File: config.mk
export PLATFORM = sky130hd
export DESIGN_NAME = digit_serial_addsub
export DESIGN_NICKNAME = d
export VERILOG_FILES = /design/src/rtl/digit_serial_addsub.sv
export SDC_FILE = /design/constraint.sdc
export NUM_CORES = 1
export LEC_CHECK = 0
export ABC_AREA = 1
export CAP_MARGIN = 20
export CORE_MARGIN = 2
export CORE_UTILIZATION = 47
export DETAILED_ROUTE_END_ITERATION = 10
export PLACE_DENSITY = 0.87
export SLEW_MARGIN = 15
export SYNTH_ARGS = -nofsm -noshare
export SYNTH_HDL_FRONTEND = slang
export SYNTH_SLANG_ARGS = --single-unit
File: constraint.sdc
create_clock -name Clock -period 1.4 [get_ports Clock]
set_input_delay 0.14 -clock Clock [delete_from_list [all_inputs] [get_ports Clock]]
set_output_delay 0.14 -clock Clock [all_outputs]
set_load 0.01 [all_outputs]
File: src/rtl/digit_serial_addsub.sv
// rtl/digit_serial_addsub.sv - digit-serial add/subtract with ripple carry held between beats and valid/ready on both sides.
// Define ADDSUB_SATURATE_EN to clamp Sum on signed overflow; left undefined, Sum wraps.
module digit_serial_addsub #(
  parameter int WIDTH = 16,
  parameter int DIGIT = 4
) (
  input  logic             Clock,
  input  logic             ResetN,
  input  logic             InValid,
  output logic             InReady,
  input  logic [WIDTH-1:0] A,
  input  logic [WIDTH-1:0] B,
  input  logic             Sub,
  input  logic             CarryIn,
  output logic             OutValid,
  input  logic             OutReady,
  output logic [WIDTH-1:0] Sum,
  output logic             CarryOut,
  output logic             Overflow
);

  localparam int NBEATS = WIDTH / DIGIT;
  localparam int CW     = (NBEATS > 1) ? $clog2(NBEATS) : 1;

  localparam logic [1:0] IDLE = 2'd0;
  localparam logic [1:0] BUSY = 2'd1;
  localparam logic [1:0] DONE = 2'd2;

  logic [1:0]       state;
  logic             rstDone;
  logic [WIDTH-1:0] aReg;
  logic [WIDTH-1:0] bReg;
  logic             carry;
  logic [CW-1:0]    beat;
  logic             aMsb;
  logic             bMsb;
  logic [DIGIT-1:0] digitSum;
  logic             digitCarry;
  logic [WIDTH-1:0] fullSum;
  logic [WIDTH-1:0] finalSum;
  logic             ovf;
  logic             lastBeat;

  assign {digitCarry, digitSum} = {1'b0, aReg[DIGIT-1:0]} + {1'b0, bReg[DIGIT-1:0]}
                                + {{DIGIT{1'b0}}, carry};
  assign lastBeat = (beat == CW'(NBEATS - 1));

  // Earlier digits are shifted in from the top, so after the last beat the
  // full result is the current digit stacked above the partial register.
  generate
    if (DIGIT == WIDTH) begin : gSingle
      assign fullSum = digitSum;
    end else begin : gMulti
      logic [WIDTH-DIGIT-1:0] resReg;
      always_ff @(posedge Clock or negedge ResetN) begin
        if (!ResetN) begin
          resReg <= '0;
        end else if (state == BUSY) begin
          resReg <= fullSum[WIDTH-1:DIGIT];
        end
      end
      assign fullSum = {digitSum, resReg};
    end
  endgenerate

  assign ovf = (aMsb == bMsb) && (fullSum[WIDTH-1] != aMsb);

`ifdef ADDSUB_SATURATE_EN
  assign finalSum = ovf ? {aMsb, {(WIDTH-1){~aMsb}}} : fullSum;
`else
  assign finalSum = fullSum;
`endif

  always_ff @(posedge Clock or negedge ResetN) begin
    if (!ResetN) begin
      state    <= IDLE;
      rstDone  <= 1'b0;
      aReg     <= '0;
      bReg     <= '0;
      carry    <= 1'b0;
      beat     <= '0;
      aMsb     <= 1'b0;
      bMsb     <= 1'b0;
      Sum      <= '0;
      CarryOut <= 1'b0;
      Overflow <= 1'b0;
    end else begin
      rstDone <= 1'b1;
      case (state)
        IDLE: begin
          if (InValid && rstDone) begin
            aReg  <= A;
            bReg  <= Sub ? ~B : B;
            carry <= Sub ? ~CarryIn : CarryIn;
            aMsb  <= A[WIDTH-1];
            bMsb  <= Sub ? ~B[WIDTH-1] : B[WIDTH-1];
            beat  <= '0;
            state <= BUSY;
          end
        end
        BUSY: begin
          aReg  <= aReg >> DIGIT;
          bReg  <= bReg >> DIGIT;
          carry <= digitCarry;
          beat  <= beat + 1'b1;
          if (lastBeat) begin
            Sum      <= finalSum;
            CarryOut <= digitCarry;
            Overflow <= ovf;
            state    <= DONE;
          end
        end
        DONE: begin
          if (OutReady) begin
            state <= IDLE;
          end
        end
        default: state <= IDLE;
      endcase
    end
  end

  assign InReady  = (state == IDLE) && rstDone;
  assign OutValid = (state == DONE);

endmodule

* Word level (Yosys, flattened, before mapping)
Cells that the tools add are included.
** Word-level totals
- Register bits :: 70
- Input port bits :: 38
- Output and inout bits :: 20
- Logic and storage cells :: 50
** Operators by class
- $add $sub $neg :: 3
- Equality and inequality tests :: 8
- Muxes and demuxes :: 15
- Bitwise operators :: 3
- Reductions and logical operators :: 9
** Operators by type and width (number)
- one-hot mux 16 bit (2 select lines) :: 2
- two-way mux 16 bit :: 3
- NOT 16 bit :: 1
- two-way mux 2 bit :: 4
- one-hot mux 2 bit (3 select lines) :: 1
- AND reduction 2 bit :: 3
- adder 4 x 4 -> 5 bit :: 1
- adder 5 x 1 -> 5 bit :: 1
- == test 2 bit (second input constant) :: 2
- != test 2 bit (second input constant) :: 2
- one-hot mux 2 bit (2 select lines) :: 1
- logical AND 1 bit :: 3
- two-way mux 1 bit :: 3
- AND reduction 3 bit :: 1
- adder 2 x 1 -> 2 bit (second input constant) :: 1
- == test 2 x 1 -> 1 bit (second input constant) :: 1
- logical NOT 2 bit :: 1
- != test 2 x 1 -> 1 bit (second input constant) :: 1
- NOT 1 bit :: 2
- one-hot mux 1 bit (2 select lines) :: 1
- nonzero test 2 bit :: 1
- == test 1 bit :: 1
- != test 1 bit :: 1

* Longest topological paths before layout
- Depth after elaboration :: 4
- Mapped depth :: 8
- Mapped depth without buffers :: 8

* Worst setup path before layout
OpenSTA, ideal clock, no wires.
- Path type :: reg2reg
- Start point :: register aReg[0]
- End point :: register gMulti.resReg[9]
- Library setup time :: 0.083 ns
- Arrival time :: 1.477 ns
- Required time :: 1.317 ns
- Slack :: -0.159 ns
- Stages on the path, launching flop included :: 5
- Path buffers :: 0
- Cell sequence :: dfrtp_1 > fa_1 > inv_1 > fa_1 > o21ai_0
** Between the ends
- Word-level cells in the longest chain between the ends :: 2
** Ends and longest elaborated chain
- start, declared :: line 31 : logic [WIDTH-1:0] aReg;
- start signal, assigned :: line 102 : aReg <= aReg >> DIGIT;
- adder 4 x 4 -> 5 bit :: line 44 : assign {digitCarry, digitSum} = {1'b0, aReg[DIGIT-1:0]} + {1'b0, bReg[DIGIT-1:0]}
- adder 5 x 1 -> 5 bit :: line 45 : + {{DIGIT{1'b0}}, carry};
- end signal, assigned :: line 59 : resReg <= fullSum[WIDTH-1:DIGIT];
- end, declared :: line 54 : logic [WIDTH-DIGIT-1:0] resReg;
No other way between the ends.
A chain may end at the register's enable or synchronous reset.

* Worst setup path in the final report
- Start point :: register carry
- End point :: register Overflow
** Between the ends
- Word-level cells in the longest chain between the ends :: 3
** Ends and longest elaborated chain
- start, declared :: line 33 : logic carry;
- start signal, assigned :: line 94 : carry <= Sub ? ~CarryIn : CarryIn;
- start signal, assigned :: line 104 : carry <= digitCarry;
- adder 5 x 1 -> 5 bit :: line 45
- != test 1 bit :: line 66 : assign ovf = (aMsb == bMsb) && (fullSum[WIDTH-1] != aMsb);
- logical AND 1 bit :: line 66
- end signal, assigned :: line 109 : Overflow <= ovf;
- end, declared :: line 19 : output logic Overflow
No other way between the ends.

==> results.cfg <==
[synth]
synth_top_area_share_pct = 56.3
synth_area_leaders = dfrtp_1 (56%), nand2_1 (11%), xnor2_1 (4.5%), o21ai_0 (3.7%), nor2_1 (3.1%)
synth_top_cell_by_area = dfrtp_1
syn-cell-area_um2 = 3110
ys_ff_latch = 70
synth-edff-count = 0
syn_avg_cell_area_um2 = 9.57
synth_ff_type = dfrtp_1
yosysMostFrequentCell = nand2_1
syn-num-nets = 369
async_flop_share_pct = 100
ys_warn_count = 0
ys_types = 30
syn_inst = 325
synth_commonest_cells = nand2_1 (88), dfrtp_1 (70), nor2_1 (26), o21ai_0 (23), inv_1 (20)
yosysSeqAreaShare_pct = 56.3

[placed_design]
portBuffers = 57
place_congestion = 0.896
place_area_um2 = 3870
dp_hpwl_um = 4470

[layout]
final_util_pct = 66.3
drive_gt1_share_pct = 16.1
area_growth_pct = 36.3
postLayoutCellArea_um2 = 4240
num-nets-final = 443
diodes = 0

[timing]
finClkSkew_ns = 0.00702
period_share_pct = 118
final-max-slew-violation-count = 0
fin_crit_ns = 1.65
rsz0062_at_grt = true
post-route-worst-setup-slack_ns = -0.248
fin_setup_tns_ns = -1.19
max_freq_ghz = 0.607
finalHoldViolCount = 0
setup_viol = 9

[clock_network]
cts.sinks = 70
clkTransAtPathRegs_ns = 0.07
clk_latency_ns = 0.34
cts_root_buf = clkbuf_8
cts_buffer_depth = 2
cts_buffers = 9
tritoncts = yes
htreeDepth = 3

[worst_setup_path]
crit_fanout = 2
cpPeakStageDelay_ns = 0.42
critPathTopFamily = simple AND/OR/NAND/NOR gates
cp-end-kind = flop
crit_path_start_kind = flop
reg2reg_from = carry
worstPathArrival_ns = 1.92
r2r_slack_ns = -0.25
worstPathCellList = fa_2, buf_4, nand2_1, nand2_2, nand3_2, nand3_1, nand2_1, nand2_1, nand2_1
critPathSlowestCell = fa_2
cp.buffers_inverters = 1
worstPathRequired_ns = 1.67
r2r-end = Overflow
path_class = flop to flop
cp_common_cell = nand2_1
worstRegToRegCells = 9
crit_start = carry

[grt]
overflow = 0
track_usage_pct = 19.7
grt_max_degree = 71
antenna_found_initial = 0
grt_pass1_wl_um = 11100
grt_pass1_vias = 2457

[die]
die_area_um2 = 7280
io_pins = 58
die_w_um = 85.3
die_h_um = 85.3
initial_core_util_pct = 48.7
core_um2 = 6390
rows = 29

[power_and_ir_drop]
power.density_nw_per_um2 = 2290
p_sw_share_pct = 39.6
p_leak_nw = 2.01
p_int_w = 0.00587
peakVddDrop_uv = 1220
pwr-share-seq_pct = 35.5
combPwrFrac_pct = 48.9
p_sw_w = 0.00385
power_frac_clock_pct = 15.6

[routing]
vias = 2475
postRouteAntennaNets = 0
wl_per_cell_um = 14.3
dr.first_iter.drc_count = 128
drt-total-wl_um = 6880
drtPass1Iterations = 4
drc_errors = 0
via_per_inst = 5.15

[job]
maxCapViolCount = 0

[hold_path]
min-delay-path-class = primary input to asynchronous set/reset pin

[status]
status = finished, violations left
failed_checks = setup timing
registers in the layout, indices dropped and copies added (netlist names):
name / count
rstDone: 1
CarryOut: 1
state: 2
aMsb: 1
Sum: 16
bMsb: 1
beat: 2
Overflow: 1
carry: 1
bReg: 16
gMulti.resReg: 12
aReg: 16
layout by cell type (no fill, tap or decap), types with 3 or more instances in the layout:
cell type	synthesis	final
a22o_1	4	4
nand3_1	10	4
dfrtp_1	70	70
nor2_4	2	6
xnor2_1	16	15
o211ai_1	11	11
o22ai_1	12	12
inv_1	20	19
clkdlybuf4s50_1	0	47
buf_12	0	6
nand2_1	88	87
o21ai_1	4	6
a21oi_1	3	3
inv_4	0	4
o21ai_0	23	21
nand3_2	0	5
buf_4	3	12
clkinv_2	0	4
clkbuf_8	0	9
dlymetal6s2s_1	0	6
ha_1	4	3
nor2_1	26	21
cell families (layout without fill, tap and decap cells):
logic type / after synthesis / after routing / share of synthesized area, %
compound gates: 61 / 61 / 12.1
xor+xnor: 18 / 18 / 5.07
fa+ha+maj: 6 / 6 / 2.90
buf+inv: 40 / 119 / 6.20
flops: 70 / 70 / 56.3
other cells: 1 / 1 / 0.121
simple gates: 129 / 129 / 17.3
metal layers:
metal  share of wire [%]  wire, um  up-vias  global-route usage (%)
met4                 2.4       164        0                    8.95
met1                  42      2890     1199                    23.5
met2                  51      3530       61                    34.1
met3                 4.3       295       14                    3.99
li1                    -         -     1201                       -
met5                   0         0        -                       0
metrics by stage:
step	hold slack, ns	total power [W]	std cells	worst slack, ns
floorplan	-0.156	0.00598	325	-0.0711
global placement	0.187	0.00724	459	-0.0766
detailed placement	0.190	0.00748	459	-0.153
CTS	0.363	0.00931	477	-0.117
global route	0.394	0.0104	481	-0.312
finish	0.335	0.00972	481	-0.248
area by class of cell:
type                            count  area, um2
Timing Repair Buffer               77        805
Inverter                           25        106
Tap cell                           77       96.3
Fill cell                         493       2150
Clock inverter                      5       50.0
Sequential cell                    70       1750
Clock buffer                       11        131
Timing Repair inverter              1       6.26
Multi-Input combinational cell    215       1290
power by group through the flow:
stage	sequential (W)	combinational (W)	clock, W
after floorplan	0.00344	0.00254	0
after global placement	0.00340	0.00384	0
after detailed placement	0.00344	0.00404	0
after CTS	0.00342	0.00436	0.00154
after global routing	0.00356	0.00523	0.00162
final	0.00345	0.00475	0.00152
worst max-delay path by stage:
stage | end | slack (ns) | depth (start not counted)
2_1_floorplan | gMulti.resReg[9] | -0.07 | 4
6_report | Overflow | -0.25 | 9
4_1_cts | gMulti.resReg[9] | -0.12 | 4
3_5_place_dp | carry | -0.15 | 6
5_1_grt | Overflow | -0.31 | 9
3_3_place_gp | carry | -0.08 | 6
what timing repair did:
item	4_1_cts	5_1_grt
gates resized for setup	15	28
endpoints found under the hold margin	70	0
hold buffers	1	0
pin swaps	6	9
cloned	0	1
buffers inserted	1	3
setup endpoints to repair	12	45
worst reg2reg max path: stages (launching register included):
cell     delay, ns
dfrtp_1       0.41
fa_2          0.42
buf_4         0.15
nand2_1       0.08
nand2_2       0.10
nand3_2       0.10
nand3_1       0.11
nand2_1       0.09
nand2_1       0.06
nand2_1       0.06
No activity file was read; power rests on OpenSTA's default activity.
